## src/rtl/gf13_pkg.sv

```systemverilog
// gf13_pkg: shared definitions for GF(2^13) arithmetic blocks.
//   M      : field degree
//   ORDER  : multiplicative group order (2^13 - 1)
//   POLY   : low M bits of x^13+x^4+x^3+x+1 (x^13 term implicit)
//   ONE    : multiplicative identity in PB representation
//   gf13_t : field element / exponent container
//   state_t: discrete-log FSM states
// Build option: DLOG_BIDIR_EN selects the two-cursor search length.
package gf13_pkg;

    localparam int M     = 13;
    localparam int ORDER = 8191;

    typedef logic [M-1:0] gf13_t;

    localparam gf13_t POLY = 13'h001B;
    localparam gf13_t ONE  = 13'h0001;

    typedef enum logic {
        IDLE,
        SEARCH
    } state_t;

    // Final step index of the search. Two cursors cover the group from both
    // ends, so only half the exponents need to be visited.
`ifdef DLOG_BIDIR_EN
    localparam gf13_t LAST_STEP = 13'd4095;
`else
    localparam gf13_t LAST_STEP = 13'd8190;
`endif

endpackage

```

## src/rtl/gf_alpha_step.sv

```systemverilog
// gf_alpha_step: combinational multiply of a PB element by alpha (DIR=0)
// or by alpha^-1 (DIR=1) in GF(2^13).
//   x : input element
//   y : x * alpha^(+1 or -1)
// Shared by the discrete-log search and the Chien search.
module gf_alpha_step
    import gf13_pkg::*;
#(
    parameter bit    DIR       = 1'b0,
    parameter gf13_t STEP_POLY = POLY
) (
    input  gf13_t x,
    output gf13_t y
);

    generate
        if (DIR == 1'b0) begin : g_up
            // Shift up; an overflowing x^13 term folds back as POLY.
            assign y = {x[M-2:0], 1'b0} ^ (x[M-1] ? STEP_POLY : '0);
        end else begin : g_down
            // If x has an x^0 term, add the full polynomial (including the
            // implicit x^13) so the value becomes divisible by x, then shift.
            gf13_t folded;
            assign folded = x[0] ? (x ^ STEP_POLY) : x;
            assign y      = {x[0], folded[M-1:1]};
        end
    endgenerate

endmodule

```

## src/rtl/gf_discrete_log.sv

```systemverilog
// gf_discrete_log: discrete logarithm in GF(2^13) by sequential search.
// A cursor walks alpha^0, alpha^1, ... one step per clock until it equals
// the captured element; the step count is the logarithm.
//
// Ports:
//   clk   : clock, all state changes on posedge
//   rst_n : asynchronous active-low reset
//   b     : element to take the log of, sampled when start is accepted
//   start : request, accepted only when idle
//   a     : logarithm of b (0..8190), held until next accepted start
//   err   : b was zero or search exhausted, held with a
//   done  : one-cycle pulse, a/err valid
//   busy  : high from start acceptance until the edge that raises done
//
// Build option: DLOG_BIDIR_EN adds a second cursor walking by alpha^-1,
// halving worst-case latency with identical results.
module gf_discrete_log
    import gf13_pkg::*;
#(
    parameter int    M    = gf13_pkg::M,
    parameter gf13_t POLY = gf13_pkg::POLY
) (
    input  logic         clk,
    input  logic         rst_n,
    input  logic [M-1:0] b,
    input  logic         start,
    output logic [M-1:0] a,
    output logic         err,
    output logic         done,
    output logic         busy
);

    state_t state, state_n;
    gf13_t  b_q, b_n;
    gf13_t  cur, cur_n, cur_up;
    gf13_t  k, k_n;
    gf13_t  a_n;
    logic   err_n, done_n, busy_n;

    gf_alpha_step #(.DIR(1'b0), .STEP_POLY(POLY)) u_step_up (
        .x (cur),
        .y (cur_up)
    );

`ifdef DLOG_BIDIR_EN
    gf13_t dcur, dcur_n, dcur_down;

    gf_alpha_step #(.DIR(1'b1), .STEP_POLY(POLY)) u_step_down (
        .x (dcur),
        .y (dcur_down)
    );
`endif

    always_comb begin
        // NOTE: every signal assigned here gets a default first so no path
        // leaves it unassigned, which would otherwise infer a latch.
        state_n = state;
        b_n     = b_q;
        cur_n   = cur;
        k_n     = k;
        a_n     = a;
        err_n   = err;
        done_n  = 1'b0;
        busy_n  = busy;
`ifdef DLOG_BIDIR_EN
        dcur_n  = dcur;
`endif

        unique case (state)
            IDLE: begin
                if (start) begin
                    b_n     = b;
                    cur_n   = ONE;
                    k_n     = '0;
                    busy_n  = 1'b1;
                    state_n = SEARCH;
`ifdef DLOG_BIDIR_EN
                    dcur_n  = ONE;
`endif
                end
            end

            SEARCH: begin
                if (b_q == '0) begin
                    // Zero has no logarithm.
                    a_n     = '0;
                    err_n   = 1'b1;
                    done_n  = 1'b1;
                    busy_n  = 1'b0;
                    state_n = IDLE;
                end else if (cur == b_q) begin
                    a_n     = k;
                    err_n   = 1'b0;
                    done_n  = 1'b1;
                    busy_n  = 1'b0;
                    state_n = IDLE;
`ifdef DLOG_BIDIR_EN
                end else if (dcur == b_q) begin
                    // dcur = alpha^-k = alpha^(ORDER-k); k=0 never gets here
                    // because the up cursor matches first.
                    a_n     = gf13_t'(ORDER) - k;
                    err_n   = 1'b0;
                    done_n  = 1'b1;
                    busy_n  = 1'b0;
                    state_n = IDLE;
`endif
                end else if (k == LAST_STEP) begin
                    // Only reachable with a non-primitive polynomial.
                    a_n     = '0;
                    err_n   = 1'b1;
                    done_n  = 1'b1;
                    busy_n  = 1'b0;
                    state_n = IDLE;
                end else begin
                    cur_n   = cur_up;
                    k_n     = k + 1'b1;
`ifdef DLOG_BIDIR_EN
                    dcur_n  = dcur_down;
`endif
                end
            end

            default: state_n = IDLE;
        endcase
    end

    // NOTE: sequential state uses non-blocking assignments so every register
    // samples the pre-edge values, independent of statement order.
    always_ff @(posedge clk or negedge rst_n) begin
        if (!rst_n) begin
            state <= IDLE;
            b_q   <= '0;
            cur   <= ONE;
            k     <= '0;
            a     <= '0;
            err   <= 1'b0;
            done  <= 1'b0;
            busy  <= 1'b0;
        end else begin
            state <= state_n;
            b_q   <= b_n;
            cur   <= cur_n;
            k     <= k_n;
            a     <= a_n;
            err   <= err_n;
            done  <= done_n;
            busy  <= busy_n;
        end
    end

`ifdef DLOG_BIDIR_EN
    always_ff @(posedge clk or negedge rst_n) begin
        if (!rst_n) begin
            dcur <= ONE;
        end else begin
            dcur <= dcur_n;
        end
    end
`endif

endmodule

```

## config.mk

```make
export PLATFORM = sky130hd
export DESIGN_NAME = gf_discrete_log
export DESIGN_NICKNAME = d
export VERILOG_FILES = /design/src/rtl/gf13_pkg.sv /design/src/rtl/gf_alpha_step.sv /design/src/rtl/gf_discrete_log.sv
export SDC_FILE = /design/constraint.sdc
export NUM_CORES = 1
export LEC_CHECK = 0
export BUFFER_PORTS_ARGS = -buffer_cell sky130_fd_sc_hd__buf_2
export CAP_MARGIN = 15
export CORE_MARGIN = 4
export CORE_UTILIZATION = 62
export CTS_CLUSTER_SIZE = 20
export DETAILED_ROUTE_END_ITERATION = 7
export PLACE_DENSITY_LB_ADDON = 0.1
export SLEW_MARGIN = 20
export SYNTH_ARGS = -nofsm -noshare
export SYNTH_HDL_FRONTEND = slang
export SYNTH_SLANG_ARGS = --single-unit
```

## constraint.sdc

```tcl
create_clock -name clk -period 3.7 [get_ports clk]
set_clock_uncertainty 0.15 [all_clocks]
set_input_delay 0.37 -clock clk [delete_from_list [all_inputs] [get_ports clk]]
set_output_delay 0.37 -clock clk [all_outputs]
set_load 0.005 [all_outputs]
```

==> metrics.yaml, run 1 <==
setup_tns_ns: 0
critPathMaxFanout: 27
grt_use_total_pct: 20.7
dieArea_mm2: 0.00554
min_period_ns: 2.53
initial_core_util_pct: 66.0
cp_data_required_time_ns: 3.73
yosysTopAreaCellShare_pct: 50.3
whs_ns: 0.147
synth_cell_types: 41
synth_nets: 284
coreArea_mm2: 0.00414
antenna_found_initial: 0
route.met3.wl_um: 270
drtPass1Iterations: 4
cts_tree: "done"
finalSetupViolCount: 0
die_h_um: 74.4
totalWireLength_um: 5190
wl_met2_um: 2530
async_reset_ff_share_pct: 100
crit_path_end_kind: "register"
drive_above_1_share_pct: 22.0
max_freq_mhz: 395
ant_nets: 0
n_antenna_cell: 0
grt_start_max_net_pins: 42
ys_warn_count: 0
slew_headroom_pct: 45.2
power_density_mw_per_mm2: 698
netlist_instances: 266
post-dp-hpwl_um: 3610
cpLargestDelayFamily: "simple AND/OR/NAND/NOR gates"
crit_path_cell_trace: "xor2_1 > nor4_4 > nand2_2 > o21ai_4 > and2_1 > o21ai_0"
wl_per_cell_um: 15.2
max_stage_delay_ns: 0.57
avgSynthCellArea_um2: 10.3
period_share_pct: 68.4
rsz0062_at_grt: "no"
fillCellCount: 336
final_common_cell: "dfrtp_1"
yosysTopAreaCell: "dfrtp_1"
grt_pass1_wl_um: 8740
num_vias: 2023
syn_area_mm2: 0.00274
cp-start-kind: "register"
pin_count: 32
rows: 23
max_cap_viol_count: 0
clock_path_buffers: 2
hold_viol: 0
drtIter0Drc: 165
via_per_inst: 5.93
final_nets: 309
dieWidth_um: 74.4
slew_viol_final: 0
h-tree-depth: 2
clock_sinks: 56
cts_root_buf: "clkbuf_8"
worstSetupPathType: "register to register"
top_layer_used: "met4"
syn_to_final_growth_pct: 9.60
numCtsBuffers: 5
portBuffers: 31
final_cell_mix: "dfrtp_1 (55), buf_2 (31), o21ai_0 (28)"
slowest_stage: "dfstp_2"
hold_class: "input pin to register"
clk_pin_slew_ns: 0.09
cts_setup_buffers: 0
drcViolationCount: 0
wl_met1_um: 2310
power.total_uw: 2090
power.leakage_uw: 0.00134
clock_latency_ns: 0.30
gp_congestion: 0.783
grt_pass1_vias: 1866
ir_drop_uv: 586
synth_edf_count: 0
status: "finished clean"
ctsResizeCount: 0
synth-main-ff-cell: "dfrtp_1"
cp.arrival_ns: 2.55
synth_area_leaders: "dfrtp_1 (50%), mux2_2 (5.3%), o21ai_0 (5.1%)"
yosysSeqAreaShare_pct: 51.3
synth.ff_latch_count: 56
worstMarginPinSlew_ns: 0.817
crit_buf_inv: 0
overflow: 0
## repair_timing
item | 4_1_cts | 5_1_grt
hold endpoints to repair | 24 | 0
hold buffers | 1 | 0
setup endpoints to repair | 0 | 0
## logic make-up (layout without fill, tap and decap cells)
family	Yosys count	count (layout)	synth area share [%]
buffers and inverters	45	70	7.04
AOI/OAI and AO/OA	47	47	10.8
xor gates and xnor gates	16	16	5.12
DFF	56	56	51.3
and+or+nand+nor	85	85	18.8
adders and majority gates	2	2	0.914
muxes	15	15	6.08
## power breakdown
group / switching, uW / internal (uW) / total, uW
Sequential: 257 / 841 / 1100
Combinational: 325 / 322 / 646
Clock: 182 / 167 / 349
Total: 763 / 1330 / 2090
## layout make-up
type	count	area [um2]	share of cell area (%)
sequential	56	1400	46.8
multi-input combinational	165	1140	38.0
timing repair buffer	36	195	6.51
inverter	27	101	3.38
clock buffer	7	96.3	3.21
tap	50	62.6	2.09
## cells in the mapped netlist (2+ instances only)
master    instances
or4b_2            2
o311ai_0          5
inv_1            27
and4_1            2
ha_1              2
and2_1            2
nor3_1            2
mux2_2           13
clkbuf_1          8
or4_1             3
nor4_1            2
xor2_1           11
or3_1             2
nand4_1          16
nor4b_1           2
o211ai_1          4
nand2b_1          3
a31oi_1           3
o21ai_0          28
o31ai_1           3
nor2_1            4
and3_1            3
buf_2             7
buf_6             2
nor3b_1           3
mux2i_1           2
xnor2_1           5
nand3_1          23
dfrtp_1          55
nand2_1          11
## worst paths after layout
check	endpoint	startpoint	cells after the start	slack (ns)
max	a[7]	cur[0]	6	1.17
min	b_q[2]	b[2]	2	0.15
max reg2reg	a[7]	cur[0]	6	1.17
min reg2reg	cur[0]	cur[0]	2	0.36
max in group asynchronous	cur[0]	rst_n	3	2.13
min in group asynchronous	done	rst_n	2	0.44
## through the flow
step           util (%)  cells  instance area [um2]  setup slack (ns)
2_1_floorplan         -    266                 2740              1.65
3_3_place_gp       69.8    333                 2890              1.23
3_5_place_dp       69.8    333                 2890              1.16
4_1_cts            72.4    341                 3000              1.14
5_1_grt            72.4    341                 3000             0.923
6_report           72.4    341                 3000              1.17
## registers in the layout, indices dropped and copies added, names as in the netlist
signal / flops
k: 13
cur: 13
b_q: 13
done: 1
err: 1
state: 1
a: 13
busy: 1
## per-layer routing
layer  vias up  global-route usage, %
met5         -                      0
met2        54                   32.7
met3         9                   4.46
met4         0                   5.93
li1        985                      -
met1       975                   28.9
No activity file was read; power rests on OpenSTA's default activity.
==> inputs of run 2 (changes only) <==
Settings changed: ABC_AREA set to 1, CORE_UTILIZATION 62 to 59.
Clock period 3.7 ns to 2.57 ns, I/O delays scaled along.
==> run 2 against run 1 <==
Compared with the run above: global-route usage is 3.2 points higher; final cell count grew 52%; sequential power decreased by 20%; critical path depth rose by 4; sequential share of layout area is 5.4 points lower; area after synthesis grew 13%; largest power group unchanged.
==> metrics.yaml, run 2 <==
cp-start-kind: "register"
coreArea_mm2: 0.00507
h-tree-depth: 2
r2r_setup_slack_ns: 0.41
min_delay_path_depth: 2
overflow: 0
cpLargestDelayFamily: "simple AND/OR/NAND/NOR gates"
avgSynthCellArea_um2: 7.34
worstHoldStart: "b[2]"
rsz0062_at_grt: "no"
power_density_mw_per_mm2: 415
drtIter0Drc: 219
grt_pass1_wl_um: 11900
dieArea_mm2: 0.00644
worstMarginPinSlew_ns: 0.567
crit_path_cell_trace: "inv_1 > nand2_1 > nand2_1 > nor2_1 > nand2_1 > nor2_1 > nand3_1 > nor2_1 > nand3_1 > nand2_1"
drcViolationCount: 0
ys_warn_count: 0
status: "finished clean"
syn_area_mm2: 0.00308
ir_drop_uv: 272
crit_path_end_kind: "register"
syn_to_final_growth_pct: 10.1
initial_core_util_pct: 60.7
max_freq_mhz: 462
seq_area_mm2: 0.00140
n_antenna_cell: 0
grt_start_max_net_pins: 57
gp_congestion: 0.935
power.leakage_uw: 0.00185
die_h_um: 80.3
dieWidth_um: 80.3
synth_cell_types: 27
period_share_pct: 84.2
hold_viol: 0
clk_pin_slew_ns: 0.10
yosysTopAreaCellShare_pct: 44.7
grt_pass1_vias: 2569
crit_buf_inv: 1
totalWireLength_um: 7040
max_stage_delay_ns: 0.59
via_per_inst: 5.38
rows: 26
post-dp-hpwl_um: 4960
final_common_cell: "nand2_1"
netlist_instances: 420
async_reset_ff_share_pct: 100
synth-main-ff-cell: "dfrtp_1"
antenna_found_initial: 0
slew_headroom_pct: 62.1
num_vias: 2796
cts_root_buf: "clkbuf_8"
yosysTopAreaCell: "dfrtp_1"
numCtsBuffers: 5
worstSetupPathType: "register to register"
final_nets: 467
cts_tree: "done"
critPathMaxFanout: 14
min_period_ns: 2.16
portBuffers: 31
clock_sinks: 56
r2r_end: "a[0]"
final_cell_mix: "nand2_1 (123), dfrtp_1 (55), nor2_1 (54)"
pin_count: 32
synth_edf_count: 0
clock_path_buffers: 2
power.total_uw: 1410
synth_nets: 438
wl_per_cell_um: 13.5
cp_data_required_time_ns: 2.68
hold_class: "input pin to register"
cp.arrival_ns: 2.27
multiInputGateArea_mm2: 0.00141
yosysSeqAreaShare_pct: 45.5
fillCellCount: 460
ys_top_cells_by_count: "nand2_1 (124), dfrtp_1 (55), nor2_1 (54)"
synth.ff_latch_count: 56
rr_startpoint: "cur[0]"
ant_nets: 0
synth_area_leaders: "dfrtp_1 (45%), nand2_1 (15%), nand3_1 (8.4%)"
slew_viol_final: 0
clock_latency_ns: 0.31
max_cap_viol_count: 0
slowest_stage: "dfstp_2"
path_common_cell: "nand2_1"
drtPass1Iterations: 5
grt_use_total_pct: 23.8
synth_most_common_cell: "nand2_1"
finalSetupViolCount: 0
rr_worst_depth: 10
hold_end: "b_q[2]"
setup_tns_ns: 0
drive_above_1_share_pct: 13.1
-- run 2: layout make-up --
class                           instances  share of cell area [%]
Clock inverter                          3                   0.627
Tap cell                               70                    2.58
Clock buffer                            5                    2.03
Multi-Input combinational cell        302                    41.5
Timing Repair Buffer                   40                    7.01
Inverter                               44                    4.87
Sequential cell                        56                    41.4
-- run 2: power breakdown --
| group | internal [uW] | total (uW) | switching [uW] |
|---|---|---|---|
| sequential | 881 | 881 | 0 |
| clock | 194 | 496 | 302 |
| combinational | 12.1 | 32.4 | 20.2 |
-- run 2: cell families after synthesis --
group | Yosys count | share of synthesized area [%]
buf+inv | 62 | 8.85
flops | 56 | 45.5
mux | 1 | 0.365
xor+xnor | 6 | 1.71
compound gates | 20 | 3.33
fa+ha+maj | 2 | 0.812
simple gates | 273 | 39.4
-- run 2: per-stage QoR --
stage / worst slack [ns] / util, % / cell area, um2 / hold WS (ns) / instances
5_1_grt: 0.146 / 66.8 / 3390 / 0.0275 / 520
4_1_cts: 0.434 / 66.8 / 3390 / 0.0182 / 520
3_3_place_gp: 0.415 / 64.9 / 3290 / 0.127 / 511
2_1_floorplan: 0.831 / - / 3080 / -0.189 / 420
6_report: 0.405 / 66.8 / 3390 / 0.0240 / 520
3_5_place_dp: 0.466 / 64.9 / 3290 / 0.130 / 511
-- run 2: worst reg2reg max path, delay by kind of cell, from the launching register on --
family	cells	cell delay (ns)
buffers and inverters	1	0.05
DFF	1	0.59
and+or+nand+nor	9	1.33
-- run 2: how the worst max path moves through the flow --
stage	from	to	slack [ns]	cells after the start
global route	cur[0]	a[4]	0.15	10
CTS	cur[0]	a[0]	0.43	10
finish	cur[0]	a[0]	0.41	10
floorplan	k[0]	busy	0.83	10
detailed placement	cur[0]	a[0]	0.47	10
global placement	cur[0]	a[0]	0.42	10
-- run 2: per-layer routing --
metal  track usage [%]  wire length (um)  vias up  part of all wire [%]
li1                  -                 -     1415                     -
met1              30.9              3110     1287                    44
met2              41.2              3440       84                    49
met3              3.36               343       10                   4.9
met4              7.26               146        0                   2.1
met5                 0                 0        -                     0
-- run 2: what timing repair did --
action                     CTS  global route
gates resized for setup      0             0
hold buffers                 1             0
setup buffers                0             0
setup endpoints to repair    0             0
hold endpoints to repair    55             0
